## config.mk

```make
export PLATFORM = sky130hd
export DESIGN_NAME = cia_timer
export DESIGN_NICKNAME = d
export VERILOG_FILES = /design/src/rtl/cia_timer_pkg.sv /design/src/rtl/cia_timer_counter.sv /design/src/rtl/cia_timer.sv
export SDC_FILE = /design/constraint.sdc
export NUM_CORES = 1
export LEC_CHECK = 0
export BUFFER_PORTS_ARGS = -buffer_cell sky130_fd_sc_hd__buf_2
export CELL_PAD_IN_SITES_DETAIL_PLACEMENT = 1
export CELL_PAD_IN_SITES_GLOBAL_PLACEMENT = 2
export CORE_MARGIN = 1
export CORE_UTILIZATION = 28
export CTS_CLUSTER_DIAMETER = 40
export CTS_CLUSTER_SIZE = 14
export DETAILED_ROUTE_END_ITERATION = 7
export PLACE_DENSITY_LB_ADDON = 0.1
export SYNTH_ARGS = -nofsm -noshare
export SYNTH_HDL_FRONTEND = slang
export SYNTH_SLANG_ARGS = --single-unit
```

## constraint.sdc

```tcl
create_clock -name clk -period 2.7 [get_ports clk]
set_input_delay 0.81 -clock clk [delete_from_list [all_inputs] [get_ports clk]]
set_output_delay 0.81 -clock clk [all_outputs]
set_load 0.01 [all_outputs]
```

## src/rtl/cia_timer_pkg.sv

```systemverilog
// cia_timer_pkg: register map, control/ICR bit positions and reset constants for cia_timer
package cia_timer_pkg;
  localparam logic [3:0] A_TALO = 4'h0;
  localparam logic [3:0] A_TAHI = 4'h1;
  localparam logic [3:0] A_TBLO = 4'h2;
  localparam logic [3:0] A_TBHI = 4'h3;
  localparam logic [3:0] A_ICR  = 4'h4;
  localparam logic [3:0] A_CRA  = 4'h5;
  localparam logic [3:0] A_CRB  = 4'h6;
  localparam int CR_START      = 0;
  localparam int CR_ONESHOT    = 3;
  localparam int CR_FORCE_LOAD = 4;
  localparam int CR_INMODE     = 5;
  localparam int ICR_FA  = 0;
  localparam int ICR_FB  = 1;
  localparam int ICR_SET = 7;
  localparam int ICR_IR  = 7;
  localparam logic [15:0] LATCH_RST = 16'hFFFF;
endpackage

```

## src/rtl/cia_timer_counter.sv

```systemverilog
// cia_timer_counter: 16-bit reload latch and down-counter with START/ONESHOT control
// Ports: clk, rst_n (async active low), count_en (count event), wr_lo/wr_hi/wr_cr (register
// write strobes), d_in (write data), cnt (live counter), cr (control register read view),
// underflow (combinational, asserted in the clk the counter wraps)
module cia_timer_counter
  import cia_timer_pkg::*;
(
  input  logic        clk,
  input  logic        rst_n,
  input  logic        count_en,
  input  logic        wr_lo,
  input  logic        wr_hi,
  input  logic        wr_cr,
  input  logic [7:0]  d_in,
  output logic [15:0] cnt,
  output logic [7:0]  cr,
  output logic        underflow
);
  logic [15:0] latch, latch_nxt;
  logic        start, oneshot, inmode, load;
  // counting uses the registered START, so a write that starts the timer never counts in its own clk
  always_comb begin
    latch_nxt = wr_lo ? {latch[15:8], d_in} : wr_hi ? {d_in, latch[7:0]} : latch;
    load = (wr_cr & d_in[CR_FORCE_LOAD]) | (wr_hi & !start);
    underflow = count_en & start & !load & (cnt == 16'd0);
    cr = 8'h00;
    cr[CR_START] = start;
    cr[CR_ONESHOT] = oneshot;
    cr[CR_INMODE] = inmode;
  end
  always_ff @(posedge clk or negedge rst_n) begin
    if (!rst_n) begin
      latch <= LATCH_RST;
      cnt <= LATCH_RST;
      start <= 1'b0;
      oneshot <= 1'b0;
      inmode <= 1'b0;
    end else begin
      latch <= latch_nxt;
      if (load || underflow) cnt <= latch_nxt;
      else if (count_en && start) cnt <= cnt - 16'd1;
      if (wr_cr) begin
        start <= d_in[CR_START];
        oneshot <= d_in[CR_ONESHOT];
        inmode <= d_in[CR_INMODE];
      end else if (underflow && oneshot) begin
        start <= 1'b0;
      end
    end
  end
endmodule

```

## src/rtl/cia_timer.sv

```systemverilog
// cia_timer: 6526-style interval timers with interrupt flag/mask register driving IRQn
// Ports: clk, RESETn (async active low), bus_stb (bus cycle completion), tick (count enable),
// cs_n/addr/rw_n/d_in (CPU bus), d_out/d_oe (read data and drive enable), IRQn (registered)
// Build option: define CIA_TIMER_B_EN to include Timer B, CRB, flag fB and the cascade.
module cia_timer
  import cia_timer_pkg::*;
(
  input  logic       clk,
  input  logic       RESETn,
  input  logic       bus_stb,
  input  logic       tick,
  input  logic       cs_n,
  input  logic [3:0] addr,
  input  logic       rw_n,
  input  logic [7:0] d_in,
  output logic [7:0] d_out,
  output logic       d_oe,
  output logic       IRQn
);
`ifdef CIA_TIMER_B_EN
  localparam logic [1:0] TMR_EN = 2'b11;
`else
  localparam logic [1:0] TMR_EN = 2'b01;
`endif
  logic        wr, icr_rd, pending;
  logic [1:0]  flags, mask, uf;
  logic [15:0] cnt_a;
  logic [7:0]  cr_a, rd_data, icr_data;
  assign wr = bus_stb & !cs_n & !rw_n;
  assign icr_rd = bus_stb & !cs_n & rw_n & (addr == A_ICR);
  assign d_oe = !cs_n & rw_n;
  assign pending = |(flags & mask);
  cia_timer_counter u_ta (
    .clk(clk), .rst_n(RESETn), .count_en(tick),
    .wr_lo(wr && addr == A_TALO), .wr_hi(wr && addr == A_TAHI), .wr_cr(wr && addr == A_CRA),
    .d_in(d_in), .cnt(cnt_a), .cr(cr_a), .underflow(uf[0])
  );
`ifdef CIA_TIMER_B_EN
  logic [15:0] cnt_b;
  logic [7:0]  cr_b;
  // cascade: a Timer A underflow is a Timer B count event in the same clk
  cia_timer_counter u_tb (
    .clk(clk), .rst_n(RESETn), .count_en(cr_b[CR_INMODE] ? uf[0] : tick),
    .wr_lo(wr && addr == A_TBLO), .wr_hi(wr && addr == A_TBHI), .wr_cr(wr && addr == A_CRB),
    .d_in(d_in), .cnt(cnt_b), .cr(cr_b), .underflow(uf[1])
  );
`else
  assign uf[1] = 1'b0;
`endif
  always_comb begin
    icr_data = 8'h00;
    icr_data[ICR_IR] = pending;
    icr_data[ICR_FB:ICR_FA] = flags;
    case (addr)
      A_TALO:  rd_data = cnt_a[7:0];
      A_TAHI:  rd_data = cnt_a[15:8];
      A_ICR:   rd_data = icr_data;
      A_CRA:   rd_data = cr_a & ~(8'h01 << CR_INMODE);
`ifdef CIA_TIMER_B_EN
      A_TBLO:  rd_data = cnt_b[7:0];
      A_TBHI:  rd_data = cnt_b[15:8];
      A_CRB:   rd_data = cr_b;
`endif
      default: rd_data = 8'h00;
    endcase
    d_out = d_oe ? rd_data : 8'h00;
  end
  // a new underflow beats a simultaneous ICR read clear
  always_ff @(posedge clk or negedge RESETn) begin
    if (!RESETn) begin
      flags <= 2'b00;
      mask <= 2'b00;
      IRQn <= 1'b1;
    end else begin
      flags <= (uf | (flags & {2{!icr_rd}})) & TMR_EN;
      if (wr && addr == A_ICR)
        mask <= (d_in[ICR_SET] ? (mask | d_in[1:0]) : (mask & ~d_in[1:0])) & TMR_EN;
      IRQn <= !pending;
    end
  end
endmodule

```

==> impl_metrics.prom <==
# TYPE chip_impl_metric gauge
chip_impl_metric{name="die-area",unit="µm²"} 8020
chip_impl_metric{name="fp.dieW",unit="µm"} 89.6
chip_impl_metric{name="drc",unit=""} 0
chip_impl_info{name="worst_setup_path_end_kind",value="output port"} 1
chip_impl_metric{name="layout.core_utilization",unit="%"} 35.0
chip_impl_metric{name="crit_arrival",unit="ps"} 1830
chip_impl_metric{name="post_cts_resize_count",unit=""} 0
chip_impl_metric{name="htreeDepth",unit=""} 2
chip_impl_metric{name="report.final.hold_viol_count",unit=""} 0
chip_impl_metric{name="synth_nets",unit=""} 205
chip_impl_metric{name="critPathMaxFanout",unit=""} 7
chip_impl_metric{name="fin_ws",unit="ps"} 61.6
chip_impl_metric{name="detail_route.first_pass.iterations",unit=""} 4
chip_impl_metric{name="timing.clock.skew",unit="ps"} 8.09
chip_impl_metric{name="fin_tns_setup",unit="ps"} 0
chip_impl_metric{name="peakVddDrop",unit="µV"} 296
chip_impl_metric{name="final_layout_size_suffix_gt1_share",unit="%"} 54.3
chip_impl_metric{name="ant_nets",unit=""} 0
chip_impl_metric{name="maxClockFrequency",unit="MHz"} 379
chip_impl_metric{name="synth.yosys.seq_area_share",unit="%"} 45.0
chip_impl_metric{name="synth.ff_latch_count",unit=""} 37
chip_impl_metric{name="final_min_period_over_clock_period",unit="%"} 97.7
chip_impl_info{name="timing.critical_path.cells",value="buf_2 > mux4_2 > and3_1 > buf_2"} 1
chip_impl_metric{name="drt-vias-per-instance",unit=""} 5.08
chip_impl_metric{name="cap_violations",unit=""} 0
chip_impl_metric{name="netlist_area",unit="µm²"} 2150
chip_impl_metric{name="route.vias.total",unit=""} 1637
chip_impl_metric{name="boundaryPins",unit=""} 28
chip_impl_metric{name="fp.dieH",unit="µm"} 89.6
chip_impl_metric{name="grt.total_usage",unit="%"} 16.8
chip_impl_metric{name="initial_core_util",unit="%"} 29.3
chip_impl_metric{name="asyncSetResetFlopFracSynth",unit="%"} 100
chip_impl_metric{name="critPathRequiredTime",unit="ps"} 1890
chip_impl_metric{name="io_buffer_count",unit=""} 27
chip_impl_metric{name="global_route.overflow_total",unit=""} 0
chip_impl_metric{name="final_instance_area",unit="µm²"} 2560
chip_impl_metric{name="report.final.setup_viol",unit=""} 0
chip_impl_info{name="ctsRootBufferMaster",value="sky130_fd_sc_hd__clkbuf_8"} 1
chip_impl_metric{name="core-area",unit="µm²"} 7330
chip_impl_metric{name="post_cts_hold_buffer_count",unit=""} 0
chip_impl_metric{name="clkSlewWorstSetupHoldPaths",unit="ps"} 70
chip_impl_metric{name="postSynthAreaPerCell",unit="µm²"} 11.5
chip_impl_metric{name="cts_inserted_buffers",unit=""} 5
chip_impl_metric{name="area_share_of_the_largest_cell_type_after_synthesis",unit="%"} 40.4
chip_impl_metric{name="avgRoutedWirePerCell",unit="µm"} 18.7
chip_impl_metric{name="timing.max_slew.rel_slack",unit="%"} 42.8
chip_impl_metric{name="placed_cell_area",unit="µm²"} 2440
chip_impl_metric{name="final.fill_count",unit=""} 804
chip_impl_info{name="rsz0062_at_grt",value="no"} 1
chip_impl_metric{name="postSynthCellCount",unit=""} 186
chip_impl_metric{name="ys_warn_count",unit=""} 0
chip_impl_metric{name="drt_wl_total",unit="µm"} 6020
chip_impl_metric{name="power.density",unit="nW/µm²"} 814
chip_impl_metric{name="synth-edff-count",unit=""} 0
chip_impl_info{name="outcome",value="finished clean"} 1
chip_impl_info{name="r2r-start",value="u_ta.cnt[0]"} 1
chip_impl_metric{name="number_of_antenna_violations_at_the_first_check_in_global_routing",unit=""} 0
chip_impl_info{name="synthTopCellsByArea",value="sky130_fd_sc_hd__dfstp_2 40%, sky130_fd_sc_hd__mux2_2 17%, sky130_fd_sc_hd__dfrtp_1 4.7%, sky130_fd_sc_hd__xnor2_1 3.7%, sky130_fd_sc_hd__nor2_1 2.8%"} 1
chip_impl_metric{name="postCtsSetupBuffers",unit=""} 0
chip_impl_metric{name="cts_num_sinks",unit=""} 37
chip_impl_info{name="cts_tree",value="done"} 1
chip_impl_metric{name="cpPeakStageDelay",unit="ps"} 500
chip_impl_metric{name="power.static_leakage",unit="nW"} 1.07
chip_impl_metric{name="largest_net_degree_at_the_start_of_global_routing",unit=""} 38
chip_impl_info{name="critical_path.slowest_cell",value="sky130_fd_sc_hd__mux4_2"} 1
chip_impl_info{name="netlist.top_cell.by_area",value="sky130_fd_sc_hd__dfstp_2"} 1
chip_impl_metric{name="first_global_vias",unit=""} 1752
chip_impl_info{name="most_instantiated_flip_flop_cell_in_the_synthesis_netlist",value="sky130_fd_sc_hd__dfstp_2"} 1
chip_impl_metric{name="finalCriticalPeriod",unit="ps"} 2640
chip_impl_metric{name="synth_cell_type_count",unit=""} 47
chip_impl_metric{name="row_count",unit=""} 31
chip_impl_metric{name="cts_buffer_depth",unit=""} 2
chip_impl_info{name="hp-class",value="flop to flop"} 1
chip_impl_metric{name="dpl.hpwl",unit="µm"} 4470
chip_impl_metric{name="total_chip_power",unit="mW"} 2.09
chip_impl_metric{name="preCtsSetupSlack",unit="ps"} 53.4
chip_impl_metric{name="antenna_cells",unit=""} 0
chip_impl_info{name="worst_path_most_repeated_cell",value="sky130_fd_sc_hd__buf_2"} 1
chip_impl_metric{name="worstSkewPairLatency",unit="ps"} 300
chip_impl_metric{name="area_delta_synth_final",unit="%"} 19.4
chip_impl_metric{name="timing_max_transition_violations_final",unit=""} 0
chip_impl_metric{name="grt_pass1_wl",unit="µm"} 9560
chip_impl_metric{name="worstHoldPathCells",unit=""} 1
chip_impl_metric{name="final_nets",unit=""} 241
chip_impl_info{name="setup.worst_path.start_class",value="input pin"} 1
chip_impl_metric{name="max_slew.worst_pin.slew",unit="ps"} 858
chip_impl_metric{name="1st_iter_drt_viols",unit=""} 49
chip_impl_metric{name="reg2reg_path_depth",unit=""} 6
chip_impl_info{name="path_class",value="input pin to output port"} 1
chip_impl_info{name="startpoint",value="addr[2]"} 1
chip_impl_metric{name="globalplace.congestion",unit=""} 0.726
-- cell usage after synthesis (2+ instances only) --
library cell / count
sky130_fd_sc_hd__dfstp_2: 33
sky130_fd_sc_hd__mux2_2: 32
sky130_fd_sc_hd__nor2_1: 16
sky130_fd_sc_hd__xnor2_1: 9
sky130_fd_sc_hd__nand4_1: 8
sky130_fd_sc_hd__nand2_1: 7
sky130_fd_sc_hd__nand3_1: 6
sky130_fd_sc_hd__a22oi_1: 5
sky130_fd_sc_hd__inv_1: 5
sky130_fd_sc_hd__nor4_1: 5
sky130_fd_sc_hd__clkbuf_1: 4
sky130_fd_sc_hd__dfrtp_1: 4
sky130_fd_sc_hd__a21oi_1: 3
sky130_fd_sc_hd__and2_1: 3
sky130_fd_sc_hd__and4_1: 3
sky130_fd_sc_hd__nor3_1: 3
sky130_fd_sc_hd__xor2_1: 3
sky130_fd_sc_hd__and3_1: 2
sky130_fd_sc_hd__and3b_1: 2
sky130_fd_sc_hd__buf_6: 2
sky130_fd_sc_hd__nand4b_1: 2
sky130_fd_sc_hd__nor2b_1: 2
sky130_fd_sc_hd__nor3b_1: 2
sky130_fd_sc_hd__o21ai_0: 2
-- report_power, final --
part | switching [mW] | total (mW) | internal (mW)
logic | 0.272 | 0.564 | 0.293
registers | 0.211 | 1.01 | 0.797
clock network | 0.213 | 0.514 | 0.300
-- final timing paths --
check                                    end  slack [ps]
worst min register to register          IRQn         420
worst max-delay path                d_out[0]          60
worst min-delay path                    IRQn         420
min in group asynchronous           flags[0]         620
max in group asynchronous          async pin        1540
worst max register to register  u_ta.cnt[11]         660
-- registers in the layout, indices dropped and copies added (netlist names), named ones only --
name          flops
u_ta.latch       16
flags             1
u_ta.start        1
u_ta.oneshot      1
u_ta.cnt         16
IRQn              1
-- critical path, delay by kind of cell --
kind,cells,cell delay (ps)
mux,1,500
buf+inv,2,320
simple gates,1,190
-- metrics by stage --
stage          std cells  hold WS [ps]
2_1_floorplan        186           392
3_3_place_gp         314           410
3_5_place_dp         314           411
4_1_cts              322           422
5_1_grt              322           455
6_report             322           420
-- layer usage --
layer | wire (µm) | global-route usage [%]
met5 | 0 | 0
met4 | 85 | 6.20
met3 | 218 | 2.86
met2 | 2940 | 27.9
met1 | 2780 | 21.9
-- layout by cell type, fill, tap and decap left out, types with 3 or more instances in the layout --
cell type / instances
sky130_fd_sc_hd__nand4_1: 8
sky130_fd_sc_hd__dfstp_2: 33
sky130_fd_sc_hd__a22oi_1: 5
sky130_fd_sc_hd__dfrtp_1: 4
sky130_fd_sc_hd__inv_1: 5
sky130_fd_sc_hd__xor2_1: 3
sky130_fd_sc_hd__nand2_1: 7
sky130_fd_sc_hd__nor4_1: 5
sky130_fd_sc_hd__nand3_1: 6
sky130_fd_sc_hd__nor2_1: 16
sky130_fd_sc_hd__mux2_2: 32
sky130_fd_sc_hd__buf_4: 8
sky130_fd_sc_hd__xnor2_1: 9
sky130_fd_sc_hd__buf_2: 27
sky130_fd_sc_hd__and4_1: 3
sky130_fd_sc_hd__clkbuf_8: 6
sky130_fd_sc_hd__nor3_1: 3
sky130_fd_sc_hd__a21oi_1: 3
sky130_fd_sc_hd__and2_1: 3
-- logic make-up (layout without fill, tap and decap cells) --
logic type      after synthesis  in the layout  synth area share (%)
xor+xnor                     12             12                  4.90
mux                          34             34                  18.3
buf+inv                      12             49                  2.86
simple gates                 72             72                  21.6
flops                        37             37                  45.0
fa+ha+maj                     1              1                 0.583
compound gates               18             18                  6.70
-- final cells by class --
class | count | area, µm² | share of cell area (%)
Multi-Input combinational cell | 137 | 1120 | 43.6
Sequential cell | 37 | 967 | 37.7
Timing Repair Buffer | 36 | 215 | 8.39
Tap cell | 99 | 124 | 4.83
Clock buffer | 6 | 82.6 | 3.22
Clock inverter | 2 | 37.5 | 1.46
Inverter | 5 | 18.8 | 0.732
Note: power is estimated with default switching activity, not from simulation.
